<file path="config.mk">
export PLATFORM = sky130hd
export DESIGN_NAME = vga_sync_gen
export DESIGN_NICKNAME = d
export VERILOG_FILES = /design/src/rtl/vga_sync_gen.sv
export SDC_FILE = /design/constraint.sdc
export NUM_CORES = 1
export LEC_CHECK = 0
export ABC_AREA = 0
export CAP_MARGIN = 30
export CORE_UTILIZATION = 50
export CTS_CLUSTER_DIAMETER = 150
export DETAILED_ROUTE_END_ITERATION = 10
export DONT_BUFFER_PORTS = 1
export SETUP_SLACK_MARGIN = 0.4
export SLEW_MARGIN = 20
export SYNTH_ARGS = -nofsm -noshare
export SYNTH_HDL_FRONTEND = slang
export SYNTH_SLANG_ARGS = --single-unit
</file>
<file path="constraint.sdc">
create_clock -name vga_clk -period 3.5 [get_ports vga_clk]
set_input_delay 0.525 -clock vga_clk [delete_from_list [all_inputs] [get_ports vga_clk]]
set_output_delay 0.525 -clock vga_clk [all_outputs]
set_load 0.01 [all_outputs]
</file>
<file path="src/rtl/vga_sync_gen.sv">
// vga_sync_gen: pixel-timing generator for the 640x480 @ 60 Hz display path.
// Free-running horizontal/vertical counters drive DrawX/DrawY, the visible-area
// flag and line/frame strobes. hs/vs are delayed SYNC_DLY clocks so they line up
// with the registered RGB from the drawing stages.
// Optional feature: define VGA_SYNC_FRAME_CNT_EN to add the 16-bit frame_cnt output.
module vga_sync_gen #(
    parameter int unsigned H_VISIBLE = 640,
    parameter int unsigned H_FP      = 16,
    parameter int unsigned H_SYNC    = 96,
    parameter int unsigned H_BP      = 48,
    parameter int unsigned V_VISIBLE = 480,
    parameter int unsigned V_FP      = 10,
    parameter int unsigned V_SYNC    = 2,
    parameter int unsigned V_BP      = 33,
    parameter int unsigned SYNC_DLY  = 1
) (
    input  logic        vga_clk,
    input  logic        reset_n,
    output logic [9:0]  DrawX,
    output logic [9:0]  DrawY,
    output logic        blank,
    output logic        hs,
    output logic        vs,
    output logic        end_of_line,
`ifdef VGA_SYNC_FRAME_CNT_EN
    output logic        end_of_frame,
    output logic [15:0] frame_cnt
`else
    output logic        end_of_frame
`endif
);

    localparam int unsigned H_TOTAL = H_VISIBLE + H_FP + H_SYNC + H_BP;
    localparam int unsigned V_TOTAL = V_VISIBLE + V_FP + V_SYNC + V_BP;

    // Both totals must fit the 10-bit counters (<= 1024).
    localparam logic [9:0] H_LAST   = 10'(H_TOTAL - 1);
    localparam logic [9:0] V_LAST   = 10'(V_TOTAL - 1);
    localparam logic [9:0] H_VIS    = 10'(H_VISIBLE);
    localparam logic [9:0] V_VIS    = 10'(V_VISIBLE);
    localparam logic [9:0] HS_FIRST = 10'(H_VISIBLE + H_FP);
    localparam logic [9:0] HS_LAST  = 10'(H_VISIBLE + H_FP + H_SYNC - 1);
    localparam logic [9:0] VS_FIRST = 10'(V_VISIBLE + V_FP);
    localparam logic [9:0] VS_LAST  = 10'(V_VISIBLE + V_FP + V_SYNC - 1);

    logic [9:0] hc_q, hc_d;
    logic [9:0] vc_q, vc_d;
    logic       hs_raw, vs_raw;

    // Next-state for the counters: hc always advances, vc only on a line wrap.
    always_comb begin
        hc_d = hc_q + 10'd1;
        vc_d = vc_q;
        if (hc_q == H_LAST) begin
            hc_d = '0;
            vc_d = (vc_q == V_LAST) ? '0 : vc_q + 10'd1;
        end
    end

    // Counter registers.
    always_ff @(posedge vga_clk or negedge reset_n) begin
        if (!reset_n) begin
            hc_q <= '0;
            vc_q <= '0;
        end else begin
            hc_q <= hc_d;
            vc_q <= vc_d;
        end
    end

    // Coordinate, visible-area, strobe and raw sync decodes of the counters.
    always_comb begin
        DrawX        = hc_q;
        DrawY        = vc_q;
        blank        = (hc_q < H_VIS) && (vc_q < V_VIS);
        end_of_line  = (hc_q == H_LAST);
        end_of_frame = (hc_q == H_LAST) && (vc_q == V_LAST);
        hs_raw       = !((hc_q >= HS_FIRST) && (hc_q <= HS_LAST));
        vs_raw       = !((vc_q >= VS_FIRST) && (vc_q <= VS_LAST));
    end

    generate
        if (SYNC_DLY == 0) begin : g_sync_comb
            assign hs = hs_raw;
            assign vs = vs_raw;
        end else if (SYNC_DLY == 1) begin : g_sync_one
            logic hs_pipe_q, vs_pipe_q;

            // Single sync delay stage; reset flushes to inactive (high).
            always_ff @(posedge vga_clk or negedge reset_n) begin
                if (!reset_n) begin
                    hs_pipe_q <= 1'b1;
                    vs_pipe_q <= 1'b1;
                end else begin
                    hs_pipe_q <= hs_raw;
                    vs_pipe_q <= vs_raw;
                end
            end

            assign hs = hs_pipe_q;
            assign vs = vs_pipe_q;
        end else begin : g_sync_multi
            logic [SYNC_DLY-1:0] hs_pipe_q, vs_pipe_q;

            // Multi-stage sync delay line; reset flushes every stage to inactive.
            always_ff @(posedge vga_clk or negedge reset_n) begin
                if (!reset_n) begin
                    hs_pipe_q <= '1;
                    vs_pipe_q <= '1;
                end else begin
                    hs_pipe_q <= {hs_pipe_q[SYNC_DLY-2:0], hs_raw};
                    vs_pipe_q <= {vs_pipe_q[SYNC_DLY-2:0], vs_raw};
                end
            end

            assign hs = hs_pipe_q[SYNC_DLY-1];
            assign vs = vs_pipe_q[SYNC_DLY-1];
        end
    endgenerate

`ifdef VGA_SYNC_FRAME_CNT_EN
    logic [15:0] frame_cnt_q;

    // Completed-frame counter, wraps naturally at 16 bits.
    always_ff @(posedge vga_clk or negedge reset_n) begin
        if (!reset_n) begin
            frame_cnt_q <= '0;
        end else if (end_of_frame) begin
            frame_cnt_q <= frame_cnt_q + 16'd1;
        end
    end

    assign frame_cnt = frame_cnt_q;
`endif

endmodule

</file>
==> run summary <==
Proportion of netlist area held by the largest area contributor: 43.0%
First-pass GRT wire length: 3.65 mm
Average instance area after synthesis: 10.0 sq um
Root buf cell: clkbuf_4
Num CTS Buffers: 3
Commonest cells after routing, fill and taps aside: dfrtp_1 (20), nor2_1 (13), nand3_1 (9)
Yosys reg bits: 22
Worst relative slew slack: 73.5%
Maximum number of pins on one net before global-route repair: 21
Io pins: 27
Dpl hpwl: 1.61 mm
Number of nets produced by synthesis: 122
Distinct cell type count of the synthesized netlist: 34
Starting DRC count in detailed routing: 18
Fillers: 201
Warnings from Yosys: 0
Diode insertion count for antenna repair: 0
Number of enable-type register cells in the synthesized netlist: 0
Antenna violations before repair: 0
Share of flip-flops with an asynchronous set or reset: 100%
Average wire per standard cell: 15.9 um
Starting density of the core: 52.7%
Largest driver fanout on the critical path: 8
Cell accounting for the most synthesized area: dfrtp_1
Via count of the first global-routing pass: 747
Number of detailed-route iterations in the first pass: 4
Clock tree from TritonCTS: done
Primary flip-flop cell chosen by synthesis mapping: dfrtp_1
Share of the cycle needed by the critical path after routing: 77.0%
Delay of the slowest cell on the worst path: 0.49 ns
Count of final setup violators: 0
Share of the core filled with cells: 55.0%
Sequential share of the synthesized area: 47.5%
Ordered cell list for the critical path: ha_1 > and4_1 > nand3_1 > inv_1 > and2_1
Met2 track utilization from global routing: 29.3%
Horizontal die dimension: 50.3 um
Most area-consuming cells after synthesis: dfrtp_1 (43%), xor2_1 (6.0%), dfstp_2 (4.5%), ha_1 (4.3%), nor2_1 (4.2%)
Critical Setup Path Class: reg -> out
Routing layer with the top usage in global route: met2
Sum of routed wire length over all layers: 2.31 mm
Total global routing track utilization: 19.4%
Ratio of total power to cell area: 311 mW/mm^2
Worst path required time: 2.97 ns
RSZ-0062 raised after global routing: no
Vias post-DR: 830
Worst-path clk slew: 0.12 ns
Most frequent standard cell in the layout excluding fill and tap cells: dfrtp_1
Synthesized cell area: 0.00116 sq mm
Largest buffer count on any clock path: 2
Final estimated routing congestion in global placement: 0.834
Endpoint arrival time on the critical path: 2.17 ns
Final worst clock skew: 0.00622 ns
Final hold vios: 0
Global route total overflow: 0
Remaining design rule violation count: 0
VDD IR max: 0.244 mV
CP endpoint kind: output port
Per-cell via count in the routed design: 5.72
Synthesis-to-finish area growth: 4.51%
Share of final-layout standard cells stronger than drive strength 1: 9.40%
Final Net Count: 124
Critical Path Slowest Stage Cell: dfrtp_1
Number of slew-limit violations in the final report: 0
Met3 Use GR: 7.58%
Class of the most critical hold timing path: in -> async
Number of standard-cell rows in the floorplan: 17
Number of H-tree levels: 1
Maximum achievable frequency: 0.371 GHz
Area of the die: 0.00253 sq mm
Max-cap violations: 0
Synth Instances: 116
Total number of clock tree sinks: 22
Type of element launching the critical path: flip-flop
Global routing met1 resource utilization: 26.2%
Setup tns final: 0 ns
Number of antenna-violating nets in the routed design: 0
Die span in y: 50.3 um
Number of I/O port buffers: 0
Run status: finished clean
Minimum clock period: 2.70 ns
Setup Buffers After CTS: 0
Clock latency on the worst-skew pair: 0.30 ns
Worst-margin pin slew: 0.398 ns
P_leak: 0.566 nW
Std-Cell Core Area: 0.00221 sq mm
where the power goes:
part	switching (mW)	internal (mW)	leakage, nW
clock network	0.0722	0.0444	0.0150
registers	0	0.254	0.286
logic	0.00488	0.00231	0.265
cell type report:
type	instances	area [sq um]	area share, %
clock buffer	4	26.3	2.16
tap	28	35.0	2.88
multi-input combinational	83	556	45.6
timing repair buffer	2	25.0	2.06
inverter	6	22.5	1.85
sequential	22	553	45.4
layer usage:
| layer | wire (um) | share of wire (%) | vias up |
|---|---|---|---|
| li1 | - | - | 404 |
| met3 | 113 | 4.9 | 2 |
| met2 | 1080 | 47 | 22 |
| met4 | 14 | 0.61 | 0 |
| met5 | 0 | 0 | - |
| met1 | 1100 | 48 | 402 |
synthesized netlist by cell type, drive strengths merged, types with 3 or more instances:
| cell type | number |
|---|---|
| dfrtp | 20 |
| ha | 4 |
| and3 | 3 |
| nor2 | 13 |
| nand3 | 9 |
| inv | 6 |
| nand2 | 8 |
| xor2 | 8 |
| buf | 4 |
| nor2b | 3 |
| nand4 | 3 |
| a22o | 3 |
| nor3 | 5 |
| and2 | 4 |
what timing repair did:
| item | 4_1_cts | 5_1_grt |
|---|---|---|
| endpoints found under the hold margin | 20 | 0 |
| gates resized for setup | 0 | 0 |
| hold buffers | 1 | 0 |
| setup endpoints to repair | 0 | 0 |
cell families after synthesis:
kind of cell | after synthesis | share of synthesized area (%)
simple gates | 56 | 27.3
flops | 22 | 47.5
buf+inv | 11 | 4.83
mux | 2 | 1.93
xor+xnor | 10 | 7.52
compound gates | 11 | 6.66
fa+ha+maj | 4 | 4.30
flip-flops by register name, summed over array words and instances, names as in the netlist:
signal / flops
DrawX: 10
DrawY: 10
hs: 1
vs: 1
critical path: cells and delay by family (launching register included):
kind | cells | cell delay [ns]
and+or+nand+nor | 3 | 0.82
DFF | 1 | 0.49
adders and majority gates | 1 | 0.24
buffers and inverters | 1 | 0.31
stage by stage:
step | setup WS [ns] | power, mW | cells | hold slack, ns | instance area [sq um]
after floorplan | 1.41 | 0.259 | 116 | 0.229 | 1160
after global placement | 1.23 | 0.259 | 139 | 0.230 | 1170
after detailed placement | 1.16 | 0.259 | 139 | 0.230 | 1170
after CTS | 0.784 | 0.384 | 144 | 0.0400 | 1200
after global routing | 0.621 | 0.396 | 145 | 0.0179 | 1220
final | 0.803 | 0.378 | 145 | 0.0513 | 1220
path summary, 6_finish.rpt:
path                            startpoint           end  slack [ns]  cells after the start
worst max register to register    DrawX[0]      DrawY[2]        1.39                      6
max in group asynchronous          reset_n      DrawY[6]        2.59                      2
min in group vga_clk              DrawX[0]      DrawX[0]        0.60                      1
worst min-delay path               reset_n            hs        0.05                      0
worst min register to register    DrawX[0]      DrawX[0]        0.60                      1
worst max-delay path              DrawX[0]  end_of_frame        0.80                      5
No activity file was read; power rests on OpenSTA's default activity.
